$ cat src/rtl/risc_pkg.sv
// Shared decode-side constants and the LM/SM sequencer state encoding.
package risc_pkg;
  localparam logic [3:0]  LM_OP     = 4'b0110;
  localparam logic [3:0]  SM_OP     = 4'b0111;
  localparam logic [15:0] BUBBLE_IW = 16'hfffe;

  typedef enum logic {IDLE, SEQ} seq_state_e;
endpackage

$ cat src/rtl/lmsm_prienc.sv
// Lowest-set-bit encoder for an 8-bit register list, with any/single flags.
module lmsm_prienc (
  input  logic [7:0] mask_i,
  output logic [2:0] idx_o,
  output logic       any_o,
  output logic       single_o
);
  always_comb begin
    idx_o = 3'd0;
    for (int i = 7; i >= 0; i--)
      if (mask_i[i]) idx_o = i[2:0];
  end

  assign any_o    = |mask_i;
  assign single_o = any_o && ((mask_i & (mask_i - 8'd1)) == 8'd0);
endmodule

$ cat src/rtl/lmsm_sequencer.sv
// Expands LM/SM into one micro-op per list bit, holding IF/ID while expanding;
// everything else passes straight through combinationally.
module lmsm_sequencer #(
  parameter logic [3:0]  LM_OP     = risc_pkg::LM_OP,
  parameter logic [3:0]  SM_OP     = risc_pkg::SM_OP,
  parameter logic [15:0] BUBBLE_IW = risc_pkg::BUBBLE_IW
) (
  input  logic        clk,
  input  logic        resetn,
  input  logic [15:0] in_IW,
  input  logic [15:0] in_pc,
  input  logic        in_valid,
  input  logic        stall_in,
  input  logic        flush,
  output logic        stall_IF,
  output logic        uop_valid,
  output logic [15:0] uop_IW,
  output logic [15:0] uop_pc,
  output logic [2:0]  uop_reg,
  output logic [2:0]  uop_offset,
  output logic        uop_first,
  output logic        uop_last
);
  risc_pkg::seq_state_e state_q;
  logic [7:0]  mask_q;
  logic [2:0]  cnt_q;
  logic [15:0] iw_q, pc_q;

  logic [2:0] in_idx, m_idx;
  logic       in_any, in_single, m_any, m_single;
  logic       lmsm_in;
  logic       unused_bits;

  assign unused_bits = ^{in_IW[11:8], m_any};
  assign lmsm_in = in_valid && ((in_IW[15:12] == LM_OP) || (in_IW[15:12] == SM_OP));

  lmsm_prienc u_enc_in (
    .mask_i(in_IW[7:0]), .idx_o(in_idx), .any_o(in_any), .single_o(in_single)
  );
  lmsm_prienc u_enc_mask (
    .mask_i(mask_q), .idx_o(m_idx), .any_o(m_any), .single_o(m_single)
  );

  always_ff @(negedge clk) begin
    if (!resetn) begin
      state_q <= risc_pkg::IDLE;
      mask_q  <= 8'd0;
      cnt_q   <= 3'd0;
      iw_q    <= BUBBLE_IW;
      pc_q    <= 16'd0;
    end else if (flush) begin
      state_q <= risc_pkg::IDLE;
      mask_q  <= 8'd0;
      cnt_q   <= 3'd0;
    end else if (!stall_in) begin
      case (state_q)
        risc_pkg::IDLE:
          if (lmsm_in && in_any && !in_single) begin
            iw_q    <= in_IW;
            pc_q    <= in_pc;
            mask_q  <= in_IW[7:0] & ~(8'd1 << in_idx);
            cnt_q   <= 3'd1;
            state_q <= risc_pkg::SEQ;
          end
        risc_pkg::SEQ:
          if (m_single) begin
            mask_q  <= 8'd0;
            cnt_q   <= 3'd0;
            state_q <= risc_pkg::IDLE;
          end else begin
            mask_q <= mask_q & ~(8'd1 << m_idx);
            cnt_q  <= cnt_q + 3'd1;
          end
        default: state_q <= risc_pkg::IDLE;
      endcase
    end
  end

  // Fetch is released on the final micro-op so IF/ID advances exactly as it is consumed.
  always_comb begin
    stall_IF   = 1'b0;
    uop_valid  = 1'b0;
    uop_IW     = BUBBLE_IW;
    uop_pc     = 16'd0;
    uop_reg    = 3'd0;
    uop_offset = 3'd0;
    uop_first  = 1'b0;
    uop_last   = 1'b0;
    if (!resetn) begin
      stall_IF = 1'b0;
    end else if (flush) begin
      stall_IF = stall_in;
    end else if (state_q == risc_pkg::SEQ) begin
      uop_valid  = 1'b1;
      uop_IW     = iw_q;
      uop_pc     = pc_q;
      uop_reg    = m_idx;
      uop_offset = cnt_q;
      uop_last   = m_single;
      stall_IF   = stall_in || !m_single;
    end else if (!lmsm_in) begin
      uop_valid = in_valid;
      uop_IW    = in_IW;
      uop_pc    = in_pc;
      stall_IF  = stall_in;
    end else if (in_any) begin
      uop_valid = 1'b1;
      uop_IW    = in_IW;
      uop_pc    = in_pc;
      uop_reg   = in_idx;
      uop_first = 1'b1;
      uop_last  = in_single;
      stall_IF  = stall_in || !in_single;
    end else begin
      stall_IF = stall_in;
    end
  end
endmodule

$ cat config.mk
export PLATFORM = sky130hd
export DESIGN_NAME = lmsm_sequencer
export DESIGN_NICKNAME = d
export VERILOG_FILES = /design/src/rtl/risc_pkg.sv /design/src/rtl/lmsm_prienc.sv /design/src/rtl/lmsm_sequencer.sv
export SDC_FILE = /design/constraint.sdc
export NUM_CORES = 1
export LEC_CHECK = 0
export CORE_MARGIN = 10
export CORE_UTILIZATION = 40
export DETAILED_ROUTE_END_ITERATION = 8
export PLACE_DENSITY = 0.8
export SLEW_MARGIN = 20
export SYNTH_ARGS = -nofsm -noshare
export SYNTH_HDL_FRONTEND = slang
export SYNTH_SLANG_ARGS = --single-unit
$ cat constraint.sdc
create_clock -name clk -period 9.4 [get_ports clk]
set_input_delay 2.35 -clock clk [delete_from_list [all_inputs] [get_ports clk]]
set_output_delay 2.35 -clock clk [all_outputs]
set_load 0.02 [all_outputs]
# Word level (Yosys, flattened, before mapping)
# Index checks and enable logic that the tools add are counted.
[classes]
n_addsub = 3
multipliers = 0
div_mod_pow = 0
magnitude_cmp = 0
n_eq_ne = 3
shifts = 2
n_mux = 62
bitwise_logic = 10
reduce_logical = 17
[ops]
columns = ["operator", "n"]
rows = [
  ["$mux W16", 10],
  ["$mux W3", 26],
  ["$and A8 B8 Y8", 4],
  ["$mux W1", 21],
  ["$logic_not A8 Y1", 2],
  ["$mux W8", 2],
  ["$not A8 Y8", 2],
  ["$pmux W8 S2", 1],
  ["$reduce_or A8 Y1", 2],
  ["$shl A1 B3 Y8 const A", 2],
  ["$sub A8 B1 Y8 const B", 2],
  ["$eq A4 B3 Y1 const B", 2],
  ["$pmux W3 S2", 1],
  ["$logic_and A1 B1 Y1", 5],
  ["$not A1 Y1", 4],
  ["$reduce_and A4 Y1", 1],
  ["$add A3 B1 Y3 const B", 1],
  ["$logic_or A1 B1 Y1", 3],
  ["$logic_not A1 Y1", 2],
  ["$ne A2 B2 Y1 const B", 1],
  ["$pmux W1 S2", 1],
  ["$reduce_and A2 Y1", 1],
  ["$reduce_or A2 Y1", 1],
]
[word_totals]
reg_bits = 44
latch_bits = 0
ramBits = 0
mem_bits_ro = 0
in_bits = 37
output_inout_bits = 42
wordCells = 102
n_memories = 0

# Longest topological paths before layout
# Gate-level depths: netlist (run 1).
[logic_depth]
word_depth = 13
mapped_depth = 10
depth_no_buf = 6

# Cells and area by module
# A second synthesis (run 1) with hierarchy kept.
[unflattened]
cells_unflattened = 350
area_unflattened_um2 = 2660.1
[modules_own_cells]
columns = ["mod", "n_inst", "cells_per_inst", "area_per_inst_um2"]
rows = [
  ["lmsm_sequencer", 1, 302, 2334.7],
  ["lmsm_prienc", 2, 24, 162.7],
]

==> metrics.txt, run 1 <==
status finished, final reports clean; Seq cells post-synth 44; VDD IR max 67.4 µV; synth top area cells dfxtp_1, nand2_1, a22o_1, mux2i_1, a21boi_1; layout filler cell count around 560; post-route antenna net violation count 0; Area Growth Syn to Fin 50.7%; simple-gate share of the synthesized area between 20 and 30%; final core area utilization around three fifths; post-synth cell types 52; layout cells sized above 1 between 10% and 20%; most common library cells after synthesis nand2_1, dfxtp_1, a21boi_1, nor2_1, a22o_1; sequential share of the synthesized area about a third; main combinational cell family by area after synthesis simple AND/OR/NAND/NOR gates; H-tree depth 2; placed insts between 500 and 600; Post-Route Skew 0.0268 ns; NumNets Final ~510; Yosys top cell area share roughly 34%; GR Util All Layers about 16%; CP Class register to output port; unrepaired setup endpoints after global routing false; XOR/XNOR share of the synthesized area less than 1%; I/O Buffers just under 80; total gr overflow 0; Starting Density 41.0%; dpl ws -0.104 ns; Residual DRC 0; Worst-Margin Slew slightly below 0.8 ns; LEAKAGE between 0.0015 and 0.002 µW; Synth Flop Type dfxtp_1; antenna cells 0; most frequent cell after synthesis nand2_1; Critical Path AT between 6 and 7 ns; final setup margin approximately 0.10 ns; worst relative slew slack between 40% and 50%; Longest Clk Path Bufs 2; routability cong. about 0.98; worst min path class register to register; antenna violations before repair 0; clk root buf clkbuf_8; CP Capture Type output port; FF+latch area 881 µm²; die height 100 µm; Synth Area in Adders 1.26%; cell taking the most area after synthesis dfxtp_1; Mapped Cells 338; WL final roughly 8.4 mm; Net Count, Synth between 300 and 400; PwrDens roughly 120 nW/µm²; Slew Limit Fails 0; post-route insts no fill between 500 and 600; CP Max Fanout 4; Fin. Hold Viols 0; Cell Area, Synth approximately 2600 µm²; worst skew pair latency approximately 0.38 ns; Synth Area per Inst approximately 7.7 µm²; ys async rst share 0%; Ports roughly 80; Post-synth EDFFs 0; required time worst endpoint 7.05 ns; max cap viols 0; die area 10100 µm²; multi-input logic area 1590 µm²; site row count 29; via-per-instance ratio 5.39; drt wl/cell ~15 µm; mux share of post-synthesis cell area around 5%; via count a little under 3000; first-pass GRT wire length between 10 and 15 mm; # setup viols final 0; Num CTS Buffers 5; Clock transition at path regs 0.06 ns; Critical Path Source Type register; HPWL after detailed placement 6.21 mm; TritonCTS clock tree yes; DR iter-0 viols approximately 230; largest net degree at the start of global routing 35; CORE AREA 6310 µm²; Die X around 100 µm; clock sinks 44; vias in the first global route approximately 3000; Compound-Gate Fraction of Synth Area around 26%; synth warn 0; DRT Pass-1 Iters 5
-- metrics by stage --
stage	instance area, µm²	total power (µW)	TNS, ns	hold WS [ns]
4_1_cts	3880	466	0	0.444
6_report	3900	460	0	0.443
3_3_place_gp	3620	294	0	0.426
2_1_floorplan	2590	254	0	0.415
5_1_grt	3900	493	0	0.462
3_5_place_dp	3620	295	-1.67	0.429
-- report_power, final --
group          internal (µW)  leakage, µW  switching (µW)  total, µW
clock                   77.3     0.000279             120        197
combinational           37.2      0.00103            35.7       72.9
sequential               189     0.000355           0.908        190
-- metal layers --
metal | GRT usage (%) | part of all wire, %
met1 | 17.7 | 42
met3 | 6.45 | 7.7
met5 | 0 | 0
met4 | 7.50 | 2.5
met2 | 26.2 | 48
-- repair_timing --
| item | CTS | global route |
|---|---|---|
| pin swaps | 0 | 2 |
| setup endpoints to repair | 2 | 2 |
| hold buffers | 0 | 0 |
| gates resized for setup | 6 | 4 |
| setup buffers | 0 | 0 |
-- critical path, cell delays in order (launching register included) --
cell             delay [ns]
dfxtp_1                0.33
nor4_2                 0.33
buf_4                  0.21
nand2_1                0.05
a21o_1                 0.15
a21oi_1                0.14
clkdlybuf4s50_1        0.64
-- final timing paths --
kind	from	slack [ns]	cells past startpoint	to
max	mask_q[1]	0.10	6	uop_reg[2]
min	iw_q[15]	0.44	2	iw_q[15]
max reg2reg	mask_q[4]	7.04	7	mask_q[2]
min reg2reg	iw_q[15]	0.44	2	iw_q[15]
-- layout by cell type, fill, tap and decap left out, types with 3 or more instances in the layout --
master           count
clkdlybuf4s50_1     75
o22ai_1              4
and3_1               5
inv_1               51
dfxtp_1             44
nand2_1             85
nand3_1             12
mux2i_1             13
nand3b_1             3
a22o_1              16
a21boi_1            17
nor2_1              17
a21o_1               4
o21ai_0             13
nand2b_1             6
nor3_1               4
or3_1                3
o211ai_1             6
nand4_1              3
buf_12               3
clkbuf_8             5
o31ai_1              3
buf_4               29
a21oi_1             13
-- cells by family after synthesis --
logic type      Yosys count
buf+inv                  32
simple gates            153
fa+ha+maj                 3
flops                    44
mux                      13
compound gates           91
xor+xnor                  2
-- flip-flops by register name (all words and copies together) (netlist names) --
register,flops
mask_q,8
iw_q,16
cnt_q,3
pc_q,16
state_q,1
-- layout make-up --
class,count,share of cell area (%)
inverter,7,0.673
tap,77,2.47
multi-input combinational,262,40.7
clock inverter,47,4.74
sequential,44,22.6
timing repair buffer,110,27.1
clock buffer,5,1.76
(Power assumes the default switching activity.)
==> run 2: changes to the inputs <==
CORE_MARGIN = unset   (was 10)
GPL_TIMING_DRIVEN = 0   (was unset)
PLACE_DENSITY = unset   (was 0.8)
PLACE_DENSITY_LB_ADDON = 0.2   (was unset)
==> run 2 against run 1 <==
Compared with the run above: power up 11%; combinational power down 3.0%; clock skew down 0.0082 ns; hold slack better by 0.0020 ns; critical path depth unchanged; register-to-register slack better by 0.09 ns; cell area down 1.3%; die area down 33%; sequential cell count unchanged; critical path type unchanged; critical endpoint unchanged; highest routed layer unchanged.
==> metrics.txt, run 2 (synthesis results as in run 1) <==
status finished, final reports clean (unchanged); Num CTS Buffers 5 (unchanged); Setup crit start state_q (was mask_q[1]); largest net degree at the start of global routing 14 (was 35); post-route antenna net violation count 0 (unchanged); DR iter-0 viols 163 (was 225); PwrDens 133 nW/µm² (was 118 nW/µm²); met3 wire length 623 µm (was 647 µm); HP Start iw_q[13] (was iw_q[15]); Clock transition at path regs 0.04 ns (was 0.06 ns); placed insts 488 (was 501); Slew Limit Fails 0 (unchanged); post-route insts no fill 541 (was 552); TritonCTS clock tree yes (unchanged); first-pass GRT wire length 12.3 mm (was 13.5 mm); NumNets Final 503 (was 512); most frequent cells in the layout nand2_1, clkdlybuf4s50_1, inv_1 (unchanged); Worst-Margin Slew 0.688 ns (was 0.773 ns); reg2reg start mask_q[3] (was mask_q[4]); Die X 82.5 µm (was 100 µm); max cap viols 0 (unchanged); site row count 28 (was 29); Starting Density 42.5% (was 41.0%); clk root buf clkbuf_8 (unchanged); met2 WL 3.63 mm (was 4.01 mm); VDD IR max 77.0 µV (was 67.4 µV); # setup viols final 0 (unchanged); routability cong. 0.922 (was 0.980); Metal-1 WL 3.47 mm (was 3.51 mm); Post-Route Skew 0.0186 ns (was 0.0268 ns); Ports 79 (unchanged); CORE AREA 6100 µm² (was 6310 µm²); antenna cells 0 (unchanged); total gr overflow 0 (unchanged); DRT Pass-1 Iters 4 (was 5); worst skew pair latency 0.38 ns (about the same); Hold Buf Count CTS 0 (unchanged); CP Class register to output port (unchanged); vias in the first global route 2739 (was 3018); HPWL after detailed placement 5.43 mm (was 6.21 mm); final core area utilization 63.2% (was 61.8%); CP Capture Type output port (unchanged); WL final 7.85 mm (was 8.38 mm); worst relative slew slack 53.7% (was 48.4%); I/O Buffers 75 (was 78); H-tree depth 2 (unchanged); Fin. Hold Viols 0 (unchanged); setup_tns 0 ns (unchanged); clock sinks 44 (unchanged); Critical Path Source Type register (unchanged); required time worst endpoint 7.05 ns (about the same); final hold slack 0.445 ns (was 0.443 ns); biggest regs iw_q (16), pc_q (16), mask_q (8) (unchanged); Longest Clk Path Bufs 2 (unchanged); Area Growth Syn to Fin 48.8% (was 50.7%); drt wl/cell 14.5 µm (was 15.2 µm); layout cells sized above 1 9.66% (was 10.5%); most common cell after layout, fill and taps aside nand2_1 (unchanged); worst min path class register to register (unchanged); Residual DRC 0 (unchanged); LEAKAGE 0.00163 µW (was 0.00167 µW); die height 82.5 µm (was 100 µm); CP Max Fanout 10 (was 4); antenna violations before repair 0 (unchanged); die area 6800 µm² (was 10100 µm²); via count 2941 (was 2976); max layer used met4 (unchanged); GR Util All Layers 23.7% (was 16.0%); Critical Path AT 6.97 ns (was 6.95 ns); via-per-instance ratio 5.44 (was 5.39)
[run 2: where the power goes]
part	internal, µW	switching [µW]
Combinational	34.9	35.8
Clock	130	121
Sequential	189	0.987
Total	354	158
[run 2: worst paths after layout]
kind | end | slack [ns] | cells past startpoint
worst max-delay path | uop_reg[2] | 0.08 | 6
worst min-delay path | iw_q[13] | 0.44 | 1
worst max register to register | mask_q[6] | 7.13 | 6
worst min register to register | iw_q[13] | 0.44 | 1
[run 2: per-layer routing]
layer	GRT usage, %	vias to the layer above
met3	9.45	12
met1	29.1	1368
met5	0	-
met4	12.5	0
met2	35.5	111
li1	-	1450
[run 2: metrics by stage]
step	setup WS, ns	total power (µW)	area (µm²)
2_1_floorplan	0.245	254	2590
3_3_place_gp	-0.600	290	3430
6_report	0.0805	512	3850
4_1_cts	0.0228	519	3800
3_5_place_dp	-0.583	290	3430
5_1_grt	-0.0215	550	3850
[run 2: repair_timing]
action	in CTS	in global routing
buffers inserted	1	3
cloned	0	0
gates resized for setup	24	19
endpoints found under the setup margin	45	63
pin swaps	2	5
[run 2: final cells by class]
class                           instances  area [µm²]
Sequential cell                        44         886
Clock inverter                         47         230
Fill cell                             564        2240
Tap cell                               75        93.8
Multi-Input combinational cell        262        1630
Clock buffer                            5        68.8
Inverter                                7        26.3
Buffer                                 22         141
Timing Repair Buffer                   79         782
[run 2: critical path, stage by stage (launching register included)]
cell             delay (ns)
dfxtp_1                0.36
buf_2                  0.25
buf_4                  0.26
nand2_1                0.07
a21o_1                 0.17
a21oi_1                0.14
clkdlybuf4s50_1        0.65
==> run 3: changes to the inputs <==
GPL_TIMING_DRIVEN = unset   (was 0)
==> run 3 against run 2 <==
Compared with the run above: clock power shrank 23%; sequential power is essentially flat; first-iteration DRC count grew 8.6%; via count shrank 0.54%; clock-buffer cell count is the same; sequential cell count is the same; power shrank 11%; critical path type unchanged; largest power group unchanged.
==> metrics.txt, run 3 (synthesis results as in run 1) <==
status finished, final reports clean (unchanged); Critical Path Source Type register (unchanged); Critical Path Slowest Stage Cell maj3_1 (was clkdlybuf4s50_1); vias in the first global route 2761 (was 2739); Final Cell Area 3900 µm² (was 3850 µm²); Post-Route Skew 0.00930 ns (was 0.0186 ns); Post-CTS Setup Repair Bufs 0 (was 1); # setup viols final 0 (unchanged); Ports 79 (unchanged); Clock transition at path regs 0.03 ns (was 0.04 ns); final core area utilization 64.0% (was 63.2%); most common cell after layout, fill and taps aside nand2_1 (unchanged); Starting Density 42.5% (unchanged); CP cell instances maj3_1 -> a2bb2oi_1 -> a2111oi_2 -> o21ai_2 -> a32o_1 -> dlygate4sd2_1 (was buf_2 -> buf_4 -> nand2_1 -> a21o_1 -> a21oi_1 -> clkdlybuf4s50_1); antenna cells 0 (unchanged); antenna violations before repair 0 (unchanged); Fin. Hold Viols 0 (unchanged); CP Capture Type output port (unchanged); NumNets Final 512 (was 503); GR Util All Layers 23.8% (was 23.7%); drt wl/cell 13.9 µm (was 14.5 µm); worst min path class register to register (unchanged); Worst-Margin Slew 0.670 ns (was 0.688 ns); TritonCTS clock tree yes (unchanged); setup_tns 0 ns (unchanged); Critical Path AT 6.94 ns (was 6.97 ns); die area 6800 µm² (unchanged); worst skew pair latency 0.36 ns (was 0.38 ns); Residual DRC 0 (unchanged); Longest Clk Path Bufs 2 (unchanged); HP Start iw_q[14] (was iw_q[13]); clock sinks 44 (unchanged); Die X 82.5 µm (unchanged); CP Max Fanout 4 (was 10); via count 2925 (was 2941); DRT Pass-1 Iters 5 (was 4); layout filler cell count 580 (was 564); dpl cell area 3620 µm² (was 3430 µm²); Critical Path Max Stage Delay 0.37 ns (was 0.65 ns); largest net degree at the start of global routing 35 (was 14); required time worst endpoint 7.05 ns (about the same); Slew Limit Fails 0 (unchanged); most frequent cells in the layout nand2_1, clkdlybuf4s50_1, inv_1 (unchanged); Area Growth Syn to Fin 50.5% (was 48.8%); max cap viols 0 (unchanged); layout cells sized above 1 11.2% (was 9.66%); HPWL after detailed placement 5.45 mm (was 5.43 mm); Worst R2R Path Depth 7 (was 6); WL final 7.67 mm (was 7.85 mm); site row count 28 (unchanged); die height 82.5 µm (unchanged); Hold Buf Count CTS 0 (unchanged); clk root buf clkbuf_8 (unchanged); CP Class register to output port (unchanged); final hold slack 0.443 ns (was 0.445 ns); Num CTS Buffers 5 (unchanged); LEAKAGE 0.00166 µW (was 0.00163 µW); routability cong. 0.886 (was 0.922); H-tree depth 2 (unchanged); worst relative slew slack 55.2% (was 53.7%); PwrDens 117 nW/µm² (was 133 nW/µm²); worst hold stages 1 (unchanged); reg2reg start mask_q[3] (unchanged); VDD IR max 106 µV (was 77.0 µV); biggest regs iw_q (16), pc_q (16), mask_q (8) (unchanged); I/O Buffers 78 (was 75); CORE AREA 6100 µm² (unchanged); DR iter-0 viols 177 (was 163); Setup crit start mask_q[3] (was state_q); total gr overflow 0 (unchanged); first-pass GRT wire length 12.3 mm (about the same); via-per-instance ratio 5.32 (was 5.44); post-route antenna net violation count 0 (unchanged)
run 3: power by group:
part,total [µW],switching [µW],internal [µW],leakage (µW)
clock,193,116,77.3,0.000279
combinational,72.4,35.2,37.3,0.00102
sequential,190,0.990,189,0.000356
total,456,152,304,0.00166
run 3: worst max-delay path: cells and delay by family, from the launching register on:
family / cells / cell delay (ns)
DFF: 1 / 0.35
buffers and inverters: 1 / 0.33
AOI/OAI and AO/OA: 4 / 0.82
adders and majority gates: 1 / 0.37
run 3: worst paths after layout:
kind	slack [ns]	to
setup / recovery	0.11	stall_IF
hold / removal	0.44	iw_q[14]
setup reg to reg	7.21	mask_q[6]
hold reg to reg	0.44	iw_q[14]
run 3: area by class of cell:
type | instances | area, µm² | area share (%)
clock inverters | 47 | 185 | 4.75
flip-flops and latches | 44 | 883 | 22.7
inverters | 7 | 26.3 | 0.674
repair buffers | 110 | 1060 | 27.1
clock buffers | 5 | 68.8 | 1.77
well taps | 75 | 93.8 | 2.41
multi-input cells | 262 | 1590 | 40.7
run 3: timing repair:
item,CTS,global route
setup endpoints to repair,18,10
pin swaps,0,2
resized for setup,7,5
gates cloned,0,0
run 3: stage by stage:
step | power (µW) | setup WS, ns | std cells
floorplan | 254 | 0.245 | 338
global placement | 294 | -0.0393 | 499
detailed placement | 294 | -0.0666 | 499
CTS | 465 | 0.00239 | 550
global route | 495 | -0.00597 | 550
finish | 456 | 0.110 | 550
run 3: metal layers:
metal / vias to the layer above / global-route usage (%) / wire length (µm)
li1: 1472 / - / -
met1: 1364 / 29.8 / 3510
met2: 83 / 37.4 / 3670
met3: 6 / 8.68 / 444
met4: 0 / 8.77 / 42
met5: - / 0 / 0
